[src/rtl/adder_4bit_2step_if.sv]
// Operand/result bundle for the two-stage pipelined adder.
// The master drives operands and carry-in; the slave returns the registered sum and carry-out.
interface adder_4bit_2step_if #(
  parameter int DATA_W = 8
);
  logic [DATA_W-1:0] cin_a;
  logic [DATA_W-1:0] cin_b;
  logic              cin;
  logic [DATA_W-1:0] sum;
  logic              cout;

  modport master (output cin_a, cin_b, cin, input sum, cout);
  modport slave  (input cin_a, cin_b, cin, output sum, cout);
endinterface

[src/rtl/adder_4bit_2step.sv]
// DATA_W-bit adder (DATA_W even) with the carry chain cut into two registered halves.
// Fixed 2-cycle latency, one result per clock; {cout, sum} = cin_a + cin_b + cin.
module adder_4bit_2step #(
  parameter int DATA_W = 8
) (
  input  logic                clk,
  input  logic                srst,
  adder_4bit_2step_if.slave   bus
);
  localparam int HALF_W = DATA_W / 2;

  // Stage-1 state: low-half result, its carry, and the high operands skewed by one cycle.
  logic [HALF_W-1:0] low_sum_r;
  logic              c1_r;
  logic [HALF_W-1:0] a_hi_r;
  logic [HALF_W-1:0] b_hi_r;

  // Stage-2 state: the full registered result.
  logic [HALF_W-1:0] sum_lo_r;
  logic [HALF_W-1:0] sum_hi_r;
  logic              cout_r;

  logic [HALF_W:0] low_add;
  logic [HALF_W:0] high_add;

  // Each add is one bit wider than its half so the carry-out falls out as the MSB.
  always_comb begin
    low_add  = {1'b0, bus.cin_a[HALF_W-1:0]} + {1'b0, bus.cin_b[HALF_W-1:0]}
             + {{HALF_W{1'b0}}, bus.cin};
    high_add = {1'b0, a_hi_r} + {1'b0, b_hi_r} + {{HALF_W{1'b0}}, c1_r};
  end

  // NOTE: every pipeline register is plain flop state, so all of it is cleared on reset;
  // non-blocking assignments let both stages shift on the same edge without racing.
  always_ff @(posedge clk) begin
    if (srst) begin
      low_sum_r <= '0;
      c1_r      <= 1'b0;
      a_hi_r    <= '0;
      b_hi_r    <= '0;
      sum_lo_r  <= '0;
      sum_hi_r  <= '0;
      cout_r    <= 1'b0;
    end else begin
      low_sum_r <= low_add[HALF_W-1:0];
      c1_r      <= low_add[HALF_W];
      a_hi_r    <= bus.cin_a[DATA_W-1:HALF_W];
      b_hi_r    <= bus.cin_b[DATA_W-1:HALF_W];
      sum_lo_r  <= low_sum_r;
      sum_hi_r  <= high_add[HALF_W-1:0];
      cout_r    <= high_add[HALF_W];
    end
  end

  assign bus.sum  = {sum_hi_r, sum_lo_r};
  assign bus.cout = cout_r;
endmodule

[src/flat_wrapper.sv]
// flat-port wrapper written by rule: the top's interface ports become plain ports
module adder_4bit_2step_flat 
#(
  parameter int DATA_W = 8
)
  (clk, srst, bus_cin_a, bus_cin_b, bus_cin, bus_sum, bus_cout);
  adder_4bit_2step_if #(.DATA_W(DATA_W)) bus_i ();
  input  logic clk;
  input  logic srst;
  input wire logic [$bits(bus_i.cin_a)-1:0] bus_cin_a;
  input wire logic [$bits(bus_i.cin_b)-1:0] bus_cin_b;
  input wire logic [$bits(bus_i.cin)-1:0] bus_cin;
  output wire logic [$bits(bus_i.sum)-1:0] bus_sum;
  output wire logic [$bits(bus_i.cout)-1:0] bus_cout;
  assign bus_i.cin_a = bus_cin_a;
  assign bus_i.cin_b = bus_cin_b;
  assign bus_i.cin = bus_cin;
  assign bus_sum = bus_i.sum;
  assign bus_cout = bus_i.cout;
  adder_4bit_2step #(.DATA_W(DATA_W)) u_core (.clk(clk), .srst(srst), .bus(bus_i));
endmodule
[config.mk]
export PLATFORM = sky130hd
export DESIGN_NAME = adder_4bit_2step_flat
export DESIGN_NICKNAME = d
export VERILOG_FILES = /design/src/rtl/adder_4bit_2step_if.sv /design/src/rtl/adder_4bit_2step.sv /design/src/flat_wrapper.sv
export SDC_FILE = /design/constraint.sdc
export NUM_CORES = 1
export LEC_CHECK = 0
export CORE_ASPECT_RATIO = 1.5
export CORE_MARGIN = 2
export CORE_UTILIZATION = 44
export DETAILED_ROUTE_END_ITERATION = 7
export PLACE_DENSITY = 0.74
export SYNTH_ARGS = -nofsm -noshare
export SYNTH_HDL_FRONTEND = slang
export SYNTH_SLANG_ARGS = --single-unit
[constraint.sdc]
create_clock -name clk -period 1.6 [get_ports clk]
set_input_delay 0.16 -clock clk [delete_from_list [all_inputs] [get_ports clk]]
set_output_delay 0.16 -clock clk [all_outputs]
set_load 0.02 [all_outputs]
==> flow_metrics.tcl <==
set metrics [dict create \
    power_w 0.00110 \
    route.detailed.drc 0 \
    worstReg2RegEnd "u_core.sum_hi_r[3]$_SDFF_PP0_" \
    clkTransAtPathRegs_ns 0.12 \
    hold_depth 2 \
    status "complete, no violations" \
    tritoncts "yes" \
    worst_ir_drop_vdd_v 0.000478 \
    worstPathArrival_ns 1.71 \
    timing_worst_slew_pin_value_ns 0.412 \
    min_from "bus_cin_b[5]" \
    ctsRootBufferMaster "sky130_fd_sc_hd__clkbuf_4" \
    synthesis.area_per_instance_um2 11.0 \
    reg2reg_from "u_core.b_hi_r[0]$_SDFF_PP0_" \
    min_period_ns 1.51 \
    layout.cells.most_common "sky130_fd_sc_hd__clkdlybuf4s50_1" \
    multiInputGateArea_um2 380 \
    final_max_slew_viol_count 0 \
    pin_count_of_the_biggest_net_entering_global_routing 13 \
    crit_chain "fa_1 > a21o_1 > a21oi_2 > mux2_1" \
    setup.worst_path.start_class "flop" \
    clk_latency_ns 0.29 \
    worstSetupPathDepth 4 \
    drt-pass1-iter-count 4 \
    maxCapViolCount 0 \
    dp.final_hpwl_mm 1.06 \
    first_global_vias 530 \
    rsz0062_at_grt "no" \
    worstPathRequired_ns 1.80 \
    commonest_cells_after_routing_fill_and_taps_aside "27 x sky130_fd_sc_hd__clkdlybuf4s50_1, 22 x sky130_fd_sc_hd__dfxtp_1, 20 x sky130_fd_sc_hd__nor2b_1, 8 x sky130_fd_sc_hd__inv_1, 6 x sky130_fd_sc_hd__ha_1" \
    clock_sinks 22 \
    pin_count 28 \
    area_growth_pct 40.1 \
    average_wire_per_cell_in_the_routed_design_um 9.49 \
    design.final.nets 140 \
    hold_crit_path_type "in -> reg" \
    mappedNetlistArea_um2 861 \
    floorplan.die.width_um 40.1 \
    drive_above_1_share 0.0818 \
    antenna_cells_inserted 0 \
    regArea_um2 440 \
    critPathSlowestCell "sky130_fd_sc_hd__fa_1" \
    overall_die_area_um2 2330 \
    worstRegToRegCells 4 \
    power-per-cell-area_nw_per_um2 915 \
    htree_num_levels 1 \
    setup_viol 0 \
    detailedRoute.firstIterationViolations 2 \
    timing.critical_path.to_type "flop" \
    global_route.overflow_total 0 \
    critPathKind "reg -> reg" \
    detailroute.via_count 595 \
    clockBufferDepth 2 \
    setup_slack_reg_to_reg_ns 0.09 \
    fillerInstances 157 \
    antenna_violating_nets_post_route 0 \
    grt_pass1_wl_mm 2.06 \
    timing_hold_violations_final 0 \
    max-slew-margin-rel 0.724 \
    critPathMaxFanout 2 \
    die-height_um 58.2 \
    place_area_um2 1170 \
    cts.repair.resized 0 \
    synth_sequential_area_ratio 0.512 \
    starting_density_of_the_core 0.470 \
    post_synth_inst_count 78 \
    final.setup_skew_ns 0.00507 \
    synth_cell_types 13 \
    synth.ff_latch_count 22 \
    post_route_wl_mm 1.24 \
    final_cell_area_um2 1210 \
    hold_buffers 0 \
    ys_warn_count 0 \
    critical_path.n_buffers_inverters 0 \
    core_area_um2 1830 \
    leakage_nw 0.517 \
    last_weighted_congestion_value_of_the_routability_driven_placer 0.620 \
    grt_usage 0.129 \
    number_of_antenna_violations_at_the_first_check_in_global_routing 0 \
    critical-path-top-delay-family "adder cells" \
    post_drt_via_cell_ratio 4.54 \
    final.period_utilization 0.945 \
    cts_post_setup_buffers_inserted 0 \
    floorplan.rows 19 \
    cts_made_buffers 3 \
    timing.critical_path.slowest_cell_delay_ns 0.44 \
    mappedNetlistNets 107 \
    hold_path_endpoint "u_core.b_hi_r[1]$_SDFF_PP0_" \
    port_buffers 27 \
    fmax_ghz 0.662 \
]
## metal layers
| layer | up-vias | track usage | part of all wire |
|---|---|---|---|
| met3 | 2 | 0.0345 | 0.044 |
| met4 | 0 | 0.0591 | 0.013 |
| met1 | 267 | 0.137 | 0.42 |
| met5 | - | 0 | 0 |
| met2 | 16 | 0.221 | 0.53 |
| li1 | 310 | - | - |
## worst max path at each step
stage                                     start                              to  slack [ns]
floorplan           u_core.b_hi_r[0]$_SDFF_PP0_   u_core.sum_hi_r[3]$_SDFF_PP0_        0.15
global placement                        bus_cin  u_core.low_sum_r[3]$_SDFF_PP0_       -0.18
detailed placement                      bus_cin  u_core.low_sum_r[3]$_SDFF_PP0_       -0.19
CTS                 u_core.b_hi_r[0]$_SDFF_PP0_   u_core.sum_hi_r[3]$_SDFF_PP0_        0.07
global route        u_core.b_hi_r[0]$_SDFF_PP0_   u_core.sum_hi_r[3]$_SDFF_PP0_        0.04
finish              u_core.b_hi_r[0]$_SDFF_PP0_   u_core.sum_hi_r[3]$_SDFF_PP0_        0.09
## registers in the layout, summed over array words and instances, names as in the netlist
register,count
u_core.low_sum_r,4
u_core.c1_r,1
u_core.sum_lo_r,4
u_core.b_hi_r,4
u_core.bus.cout,1
u_core.sum_hi_r,4
u_core.a_hi_r,4
## layout make-up
type                    instances  share of cell area
multi-input cells              46               0.315
repair buffers                 30               0.243
clock buffers                   4              0.0301
well taps                      21              0.0218
inverters                       8              0.0249
flip-flops and latches         22               0.365
## synthesized netlist by cell type
cell type,count,share of area
sky130_fd_sc_hd__dfxtp_1,22,0.51
sky130_fd_sc_hd__nor2b_1,20,0.15
sky130_fd_sc_hd__inv_1,8,0.035
sky130_fd_sc_hd__ha_1,6,0.087
sky130_fd_sc_hd__fa_1,4,0.093
sky130_fd_sc_hd__nor2_1,4,0.017
sky130_fd_sc_hd__a21o_1,2,0.017
sky130_fd_sc_hd__a21oi_1,2,0.012
sky130_fd_sc_hd__a21oi_2,2,0.020
sky130_fd_sc_hd__buf_2,2,0.012
sky130_fd_sc_hd__mux2_1,2,0.026
sky130_fd_sc_hd__nor3_1,2,0.012
sky130_fd_sc_hd__o21ai_0,2,0.012
## power by group
part / switching, W / internal (W) / leakage, nW
clock network: 0.000155 / 0.000139 / 0.0210
registers: 0.0000117 / 0.000590 / 0.183
logic: 0.0000841 / 0.000125 / 0.314
total: 0.000251 / 0.000853 / 0.517
## kinds of logic (layout without fill, tap and decap cells)
| family | count (synthesis) | after routing | share of synthesized area |
|---|---|---|---|
| buf+inv | 10 | 42 | 0.0465 |
| compound gates | 8 | 8 | 0.0610 |
| mux | 2 | 2 | 0.0262 |
| flops | 22 | 22 | 0.512 |
| fa+ha+maj | 10 | 10 | 0.180 |
| simple gates | 26 | 26 | 0.174 |
## metrics by stage
step / TNS [ns] / std cells / setup slack, ns / util / hold WS, ns
6_report: 0 / 131 / 0.0887 / 0.659 / 0.401
5_1_grt: 0 / 131 / 0.0372 / 0.659 / 0.393
4_1_cts: 0 / 131 / 0.0721 / 0.659 / 0.396
3_5_place_dp: -0.543 / 127 / -0.190 / 0.639 / 0.435
3_3_place_gp: -0.461 / 127 / -0.176 / 0.639 / 0.420
2_1_floorplan: 0 / 78 / 0.154 / - / 0.288
(Power assumes the default switching activity.)
==> RTL change: new RTL, same flow settings <==
`DATA_W` is set to 8 in 3 places; all go to 10.
--- a/src/rtl/adder_4bit_2step_if.sv
+++ b/src/rtl/adder_4bit_2step_if.sv
@@ -2,5 +2,5 @@
 // The master drives operands and carry-in; the slave returns the registered sum and carry-out.
 interface adder_4bit_2step_if #(
-  parameter int DATA_W = 8
+  parameter int DATA_W = 10
 );
   logic [DATA_W-1:0] cin_a;
--- a/src/rtl/adder_4bit_2step.sv
+++ b/src/rtl/adder_4bit_2step.sv
@@ -2,5 +2,5 @@
 // Fixed 2-cycle latency, one result per clock; {cout, sum} = cin_a + cin_b + cin.
 module adder_4bit_2step #(
-  parameter int DATA_W = 8
+  parameter int DATA_W = 10
 ) (
   input  logic                clk,
--- a/src/flat_wrapper.sv
+++ b/src/flat_wrapper.sv
@@ -2,5 +2,5 @@
 module adder_4bit_2step_flat 
 #(
-  parameter int DATA_W = 8
+  parameter int DATA_W = 10
 )
   (clk, srst, bus_cin_a, bus_cin_b, bus_cin, bus_sum, bus_cout);
Ports: changed (resized bus_cin_a, bus_cin_b and bus_sum); port bits go from 28 to 34. The function was not compared with the original's and may differ.
==> RTL change against the original RTL <==
Cell area up 23%; setup slack lost 18 ps; first-iteration DRC count increased to 5.0 times the old value; power grew 20%; via count increased by 27%; routed wire length up 36%; sequential cell count increased by 5; critical path depth grew 5; sequential share of layout area barely moved; die area grew 21%; area after synthesis rose by 23%; largest cell class unchanged.
==> RTL change: results (changes against the original RTL) <==
Power
  – Max VDD drop: 0.712 mV (was 0.478 mV)
  – Seq pwr share: 0.561 (was 0.545)
  – Sw frac: 0.254 (was 0.227)
  – Clock share of power: 0.219 (was 0.266)
  – Leakage: 0.613 nW (was 0.517 nW)
  – Seq power: 0.742 mW (was 0.602 mW)

Layout
  – Clkbuf count: 3 (was 4)
  – Final non-clock buffer share: 0.237 (was 0.243)
  – Non-Clock Buffer Count: 36 (was 30)
  – # fillers: 184 (was 157)
  – Layout cell share with drive strength beyond 1: 0.145 (was 0.0818)
  – Seq area share: 0.365 (about the same)
  – Multi-input logic area: 504 µm² (was 380 µm²)
  – Multi-input gates: 63 (was 46)

Placed design
  – Post-Place Cells: 157 (was 127)
  – Number of I/O port buffers: 33 (was 27)
  – Final Wtd Congestion: 0.694 (was 0.620)
  – Place WS: -339 ps (was -190 ps)
  – Placed inst area: 1430 µm² (was 1170 µm²)

Route
  – WL final: 1.70 mm (was 1.24 mm)
  – M1 WL: 688 µm (was 517 µm)
  – Iteration-0 DRC Markers: 10 (was 2)
  – Detailed-routed wire length on met3: 65 µm (was 55 µm)
  – DR WL met2: 915 µm (was 653 µm)
  – Avg WL per Cell: 10.5 µm (was 9.49 µm)
  – Routed vias: 754 (was 595)

Logic synthesis
  – Synth area leaders: dfxtp_1, nor2b_1, ha_1 (was dfxtp_1, nor2b_1, fa_1)
  – YS warnings: 0 (unchanged)
  – Post-Syn Nets: 135 (was 107)
  – Synth cell count leaders: dfxtp_1, nor2b_1, nor2_1 (was dfxtp_1, nor2b_1, inv_1)
  – Post-synth top area share: 0.510 (was 0.512)
  – Seq/Total Area, Yosys: 0.510 (was 0.512)
  – Cell variety after synth: 16 (was 13)
  – Number of register bits inferred by synthesis: 27 (was 22)

Global route
  – M2 GR Usage: 0.235 (was 0.221)
  – GRT Overall Usage: 0.145 (was 0.129)
  – Largest net degree at the start of global routing: 28 (was 13)
  – Number of global-route vias before repair: 743 (was 530)
  – Met1 Resource Use GR: 0.158 (was 0.137)
  – First-pass GRT wire length: 2.98 mm (was 2.06 mm)

Status
  – Run status: finished, final reports clean (unchanged)

Worst setup path
  – CP max stage delay: 400 ps (was 440 ps)
  – CP top delay family: buffers and inverters (was adder cells)
  – Arr. time, crit path: 1740 ps (was 1710 ps)
  – Slowest-stage cell, CP: clkdlybuf4s50_1 (was fa_1)

CTS
  – Insertion delay to the later sink of the worst-skew pair: 320 ps (was 290 ps)
  – Maximum clock path buffer count: 2 (unchanged)
  – Worst-path clk slew: 150 ps (was 120 ps)

Timing
  – Slew Limit Headroom: 0.825 (was 0.724)

Floorplan
  – # rows: 21 (was 19)
-- RTL change: final timing paths --
kind / end / from / slack (ps) / cells past startpoint
max reg2reg: u_core.sum_hi_r[4] / u_core.a_hi_r[0] / 100 / 7
min: u_core.a_hi_r[4] / bus_cin_a[9] / 360 / 2
min reg2reg: u_core.sum_lo_r[1] / u_core.low_sum_r[1] / 450 / 1
max: u_core.low_sum_r[4] / bus_cin_a[0] / 70 / 9
-- RTL change: repair_timing --
item                       4_1_cts  5_1_grt
pin swaps                        0        3
resized for setup                1        9
buffers inserted                 0        0
setup endpoints to repair        1        2
-- RTL change: kinds of logic after synthesis --
group / Yosys count / synth area share
AO/OA/AOI/OAI: 10 / 0.0637
XOR/XNOR: 5 / 0.0413
adder cells (fa/ha/maj): 12 / 0.170
buffers and inverters: 10 / 0.0378
flip-flops: 27 / 0.510
AND/OR/NAND/NOR: 36 / 0.177
